## src/rtl/pika_pkg.sv

```systemverilog
// Shared definitions for the instruction-fetch slice.
// Holds the datapath word width, the default reset PC and the fetch
// controller state encoding so every file agrees on them.
package pika_pkg;

  localparam int WORD_W = 32;

  typedef logic [WORD_W-1:0] word_t;

  localparam word_t DEFAULT_RESET_PC = 32'h0000_0000;

  // BOOT  : single settle cycle after reset release, no request issued
  // FETCH : normal fetching into the decode holding slot
  // FLUSH : a redirect arrived while a request was outstanding; the
  //         request is kept alive until acked, its data is dropped
  typedef enum logic [1:0] {
    ST_BOOT  = 2'd0,
    ST_FETCH = 2'd1,
    ST_FLUSH = 2'd2
  } fetch_state_t;

endpackage

```

## src/rtl/fetch_stage.sv

```systemverilog
// Instruction fetch stage.
// Owns the PC, issues instruction-memory requests, and holds one fetched
// instruction for decode. Branch redirects from execute flush the held
// instruction; a redirect that lands while a request is outstanding is
// parked in a redirect register until the memory acks the old request.
//
// Ports:
//   clk        - sole clock, rising edge
//   reset      - asynchronous, active-low reset
//   imem_req   - instruction-memory request
//   imem_addr  - fetch address (the PC)
//   imem_ack   - memory response valid (may coincide with the request)
//   imem_data  - instruction word, valid with imem_ack
//   br_taken   - redirect request from execute
//   br_target  - redirect PC, valid with br_taken
//   stall      - decode cannot accept the held instruction
//   id_valid   - id_instr/id_pc hold a valid instruction
//   id_instr   - instruction passed to decode
//   id_pc      - address of id_instr
//   if_pc_in   - current PC for the register-file PC write port
module fetch_stage
  import pika_pkg::*;
#(
  parameter logic [31:0] RESET_PC = DEFAULT_RESET_PC,
  parameter logic [31:0] PC_INC   = 32'd1
) (
  input  logic        clk,
  input  logic        reset,
  output logic        imem_req,
  output logic [31:0] imem_addr,
  input  logic        imem_ack,
  input  logic [31:0] imem_data,
  input  logic        br_taken,
  input  logic [31:0] br_target,
  input  logic        stall,
  output logic        id_valid,
  output logic [31:0] id_instr,
  output logic [31:0] id_pc,
  output logic [31:0] if_pc_in
);

  fetch_state_t state;
  word_t        pc;
  word_t        redirect;
  logic         slot_free;

  // The holding slot can take a new instruction when it is empty or is
  // being consumed this cycle. A request issued under this rule cannot be
  // withdrawn before its ack: while it waits no capture happens, so the
  // slot only drains and slot_free stays true.
  assign slot_free = !id_valid || !stall;
  assign imem_req  = ((state == ST_FETCH) && slot_free) || (state == ST_FLUSH);
  assign imem_addr = pc;
  assign if_pc_in  = pc;

  // A redirect always wins over capture and stall. If it arrives while a
  // request is still waiting for its ack, the PC (and thus imem_addr) must
  // not move, so the target is parked and FLUSH waits out the old request.
  always_ff @(posedge clk or negedge reset) begin
    if (!reset) begin
      state    <= ST_BOOT;
      pc       <= RESET_PC;
      redirect <= '0;
      id_valid <= 1'b0;
      id_instr <= '0;
      id_pc    <= '0;
    end else begin
      case (state)
        ST_BOOT: begin
          id_valid <= 1'b0;
          state    <= ST_FETCH;
        end

        ST_FETCH: begin
          if (br_taken) begin
            id_valid <= 1'b0;
            if (imem_req && !imem_ack) begin
              redirect <= br_target;
              state    <= ST_FLUSH;
            end else begin
              pc <= br_target;
            end
          end else if (imem_req && imem_ack) begin
            id_valid <= 1'b1;
            id_instr <= imem_data;
            id_pc    <= pc;
            pc       <= pc + PC_INC;
          end else if (id_valid && !stall) begin
            id_valid <= 1'b0;
          end
        end

        ST_FLUSH: begin
          id_valid <= 1'b0;
          if (br_taken) begin
            redirect <= br_target;
          end
          // The newest redirect wins, even one arriving with the ack.
          if (imem_ack) begin
            pc    <= br_taken ? br_target : redirect;
            state <= ST_FETCH;
          end
        end

        default: begin
          state <= ST_BOOT;
        end
      endcase
    end
  end

endmodule

```

## config.mk

```make
export PLATFORM = sky130hd
export DESIGN_NAME = fetch_stage
export DESIGN_NICKNAME = d
export VERILOG_FILES = /design/src/rtl/pika_pkg.sv /design/src/rtl/fetch_stage.sv
export SDC_FILE = /design/constraint.sdc
export NUM_CORES = 1
export LEC_CHECK = 0
export CORE_ASPECT_RATIO = 0.9
export CORE_UTILIZATION = 35
export DETAILED_ROUTE_END_ITERATION = 8
export PLACE_DENSITY = 0.73
export SETUP_SLACK_MARGIN = 0.05
export SYNTH_ARGS = -nofsm -noshare
export SYNTH_HDL_FRONTEND = slang
export SYNTH_SLANG_ARGS = --single-unit
```

## constraint.sdc

```tcl
create_clock -name clk -period 2.2 [get_ports clk]
set_input_delay 0.44 -clock clk [delete_from_list [all_inputs] [get_ports clk]]
set_output_delay 0.44 -clock clk [all_outputs]
set_load 0.01 [all_outputs]
```

==> impl_metrics.toml <==
[run_status]
status = "finished clean"

[clocking]
insertion_delay_ns = 0.42
cts_buffers = 17
cts_max_path_buffers = 2
cts-root-buf = "clkbuf_16"
htreeDepth = 4
cts_tree = "yes"
cts.sinks = 131
cts.clk_slew.worst_paths_ns = 0.06

[floorplanning]
std_cell_rows = 46
die-area_um2 = 18740
die_y_um = 130.0
start_util = 0.3593
die_x_um = 144.2
core_area_um2 = 17730
pin_count = 199

[sta]
finalHoldViolations = 0
skew_ns = 0.007600
setup_violations = 0
period_share = 0.9425
rsz0062_at_grt = "true"
finalSetupTns_ns = 0
slew_headroom = 0.6091
slew_violations = 0
tightest_slew_ns = 0.5810
fin_crit_ns = 2.074
fmax_mhz = 482.3

[grt]
grt_pass1_wl_um = 27180
grt_usage = 0.1915
grt-ovfl-total = 0
grt_pass1_vias = 5134
grt_antenna_before_repair = 1
grt_max_degree = 49

[hold_path]
min_path_type = "reg -> reg"
min_path_cells = 1
hold_start = "redirect[27]$_DFFE_PN0P_"
min_to = "redirect[27]$_DFFE_PN0P_"

[synth]
ys_async_sr_fraction = 1.000
synth_ff_type = "dfrtp_1"
syn_area_um2 = 6369
ys_seq_elements = 131
syn_inst = 560
synth_edf_count = 0
synth_cell_type_count = 55
syn_avg_cell_area_um2 = 11.37
ys_seq_area_frac = 0.5147
ys_warn_count = 0
syn_nets = 634

[pwr]
p_per_area_nw_per_um2 = 1490
leakage_uw = 0.003847
ir_drop_mv = 0.7334

[drt]
drt_first_pass_iters = 6
drt-initial-drc-count = 280
antenna_left = 0
routed_wirelength_um = 17870
drc = 0
drt-wirelength-per-cell_um = 17.27
vias = 5344
viasPerCell = 5.163

[setup_path]
ff2ff_setup_slack_ns = 0.13
path_max_fanout = 9
start_kind = "flop"
ff2ff_path_depth = 9
worstReg2RegStart = "state[1]$_DFFE_PN0P_"
cp-end-kind = "flop"
crit_arrival_ns = 2.41
required_ns = 2.54
r2r-end = "if_pc_in[30]$_DFFE_PN0P_"
path_class = "reg -> reg"

[finish]
syn_to_final_growth_pct = 50.02
num-nets-final = 856
fin_area_um2 = 9554
antennaDiodeCount = 0
final_core_util = 0.5390
drive_gt1_frac = 0.2642
fin_cells = 1035

[flow_run]
cap_violations = 0

[placed_design]
gp_congestion = 0.8755
hpwl_um = 12520
placed_cell_area_um2 = 8864
place_inst = 998
io_buffers = 198
logic make-up (layout without fill, tap and decap cells):
logic type,Yosys count,count (layout),synth area share
flip-flops,131,131,0.5147
XOR/XNOR,4,4,0.005502
adder cells (fa/ha/maj),5,5,0.009823
multiplexers,100,100,0.1760
buffers and inverters,70,305,0.06306
AND/OR/NAND/NOR,123,123,0.1010
AO/OA/AOI/OAI,127,127,0.1299
routing by layer:
| metal | wire length, um | share of wire | GRT usage | vias up |
|---|---|---|---|---|
| li1 | - | - | - | 2490 |
| met3 | 1595 | 0.089 | 0.05174 | 21 |
| met4 | 230 | 0.013 | 0.06378 | 0 |
| met2 | 8116 | 0.45 | 0.3058 | 225 |
| met5 | 0 | 0 | 0 | - |
| met1 | 7929 | 0.44 | 0.2518 | 2608 |
sequential cells by signal (all words and copies together) (netlist names):
register	count
if_pc_in	32
id_instr	32
id_valid	1
redirect	32
id_pc	32
state	2
layout by cell type, fill, tap and decap left out, types with 4 or more instances in the layout:
| master | netlist | routed |
|---|---|---|
| clkdlybuf4s50_1 | 0 | 196 |
| dfrtp_1 | 131 | 131 |
| mux2_2 | 92 | 92 |
| buf_4 | 32 | 53 |
| a21oi_1 | 31 | 31 |
| o21ai_0 | 29 | 29 |
| nand2_1 | 29 | 28 |
| nor2_1 | 22 | 21 |
| nand3_1 | 18 | 18 |
| clkbuf_16 | 0 | 18 |
| nand4_1 | 9 | 9 |
| buf_12 | 0 | 9 |
| inv_1 | 7 | 7 |
| and2_1 | 7 | 7 |
| a22oi_1 | 7 | 7 |
| nand2b_1 | 6 | 6 |
| nor3_1 | 6 | 6 |
| o22ai_1 | 6 | 6 |
| o211ai_1 | 6 | 6 |
| nor4_1 | 6 | 5 |
| a31oi_1 | 5 | 5 |
| or3_1 | 6 | 5 |
| clkinv_4 | 0 | 5 |
| and4_1 | 4 | 4 |
| o2bb2ai_1 | 4 | 4 |
| a211oi_1 | 5 | 4 |
| mux2i_1 | 4 | 4 |
| mux2_1 | 4 | 4 |
| ha_1 | 5 | 4 |
| clkinvlp_4 | 0 | 4 |
where the power goes:
group / internal (uW) / switching (uW) / total (uW)
clock: 1590 / 1130 / 2720
sequential: 3620 / 858 / 4480
combinational: 4110 / 2930 / 7040
critical path, stage by stage (launching register included):
cell and delay, ns:
dfrtp_1 0.39, inv_1 0.08, ha_1 0.20, buf_4 0.14, nand2b_1 0.11, nor3_1 0.06
buf_4 0.13, or2_4 0.29, or3_4 0.40, a211oi_2 0.20
repair_timing:
| action | in CTS | in global routing |
|---|---|---|
| hold buffers | 1 | 0 |
| gates resized for setup | 5 | 16 |
| endpoints found under the setup margin | 24 | 82 |
| endpoints found under the hold margin | 45 | 0 |
| setup buffers | 1 | 2 |
| pin swaps | 0 | 1 |
| cloned | 0 | 1 |
synthesized netlist by cell type, drive strengths merged (3+ instances only):
cell,n,area share
a22o,3,0.0041
a22oi,7,0.0083
nor4,6,0.0059
o41ai,3,0.0041
nand4,10,0.011
nand3,18,0.014
and2,7,0.0069
nand2,29,0.017
nand2b,6,0.0059
xor2,3,0.0041
a211oi,5,0.0059
nor2,22,0.013
o21ai,29,0.023
o211ai,6,0.0071
a21oi,31,0.024
mux2i,4,0.0063
or3,6,0.0059
buf,50,0.051
and3,3,0.0029
ha,5,0.0098
mux2,96,0.17
inv,8,0.0047
nor3,8,0.0079
o31ai,3,0.0035
dfrtp,131,0.51
o2bb2ai,4,0.0055
and4,4,0.0055
o22ai,6,0.0059
clkbuf,12,0.0071
a31oi,5,0.0049
how the worst max path moves through the flow:
| stage | cells after the start | start | slack (ns) | to |
|---|---|---|---|---|
| 2_1_floorplan | 7 | state[0]$_DFFE_PN0P_ | 0.16 | redirect[10]$_DFFE_PN0P_ |
| 3_3_place_gp | 7 | imem_ack | -0.25 | if_pc_in[30]$_DFFE_PN0P_ |
| 3_5_place_dp | 7 | imem_ack | -0.31 | if_pc_in[30]$_DFFE_PN0P_ |
| 4_1_cts | 6 | state[0]$_DFFE_PN0P_ | 0.03 | imem_req |
| 5_1_grt | 10 | state[0]$_DFFE_PN0P_ | -0.001 | if_pc_in[30]$_DFFE_PN0P_ |
| 6_report | 9 | state[1]$_DFFE_PN0P_ | 0.13 | if_pc_in[30]$_DFFE_PN0P_ |
stage by stage:
| step | setup WS [ns] | hold slack, ns | total power [uW] |
|---|---|---|---|
| final | 0.1265 | 0.4951 | 14240 |
| after global routing | -0.001116 | 0.5118 | 15140 |
| after CTS | 0.03185 | 0.4959 | 14240 |
| after detailed placement | -0.3148 | 0.4193 | 11430 |
| after global placement | -0.2505 | 0.4149 | 11250 |
| after floorplan | 0.1620 | 0.1444 | 7818 |
final cells by class:
type	count	area, um^2
Clock buffer	18	439.2
Clock inverter	14	131.4
Fill cell	1554	8173
Inverter	8	30.03
Multi-Input combinational cell	359	2746
Sequential cell	131	3278
Tap cell	240	300.3
Timing Repair Buffer	265	2629
Power figures use the tool's default switching activity.
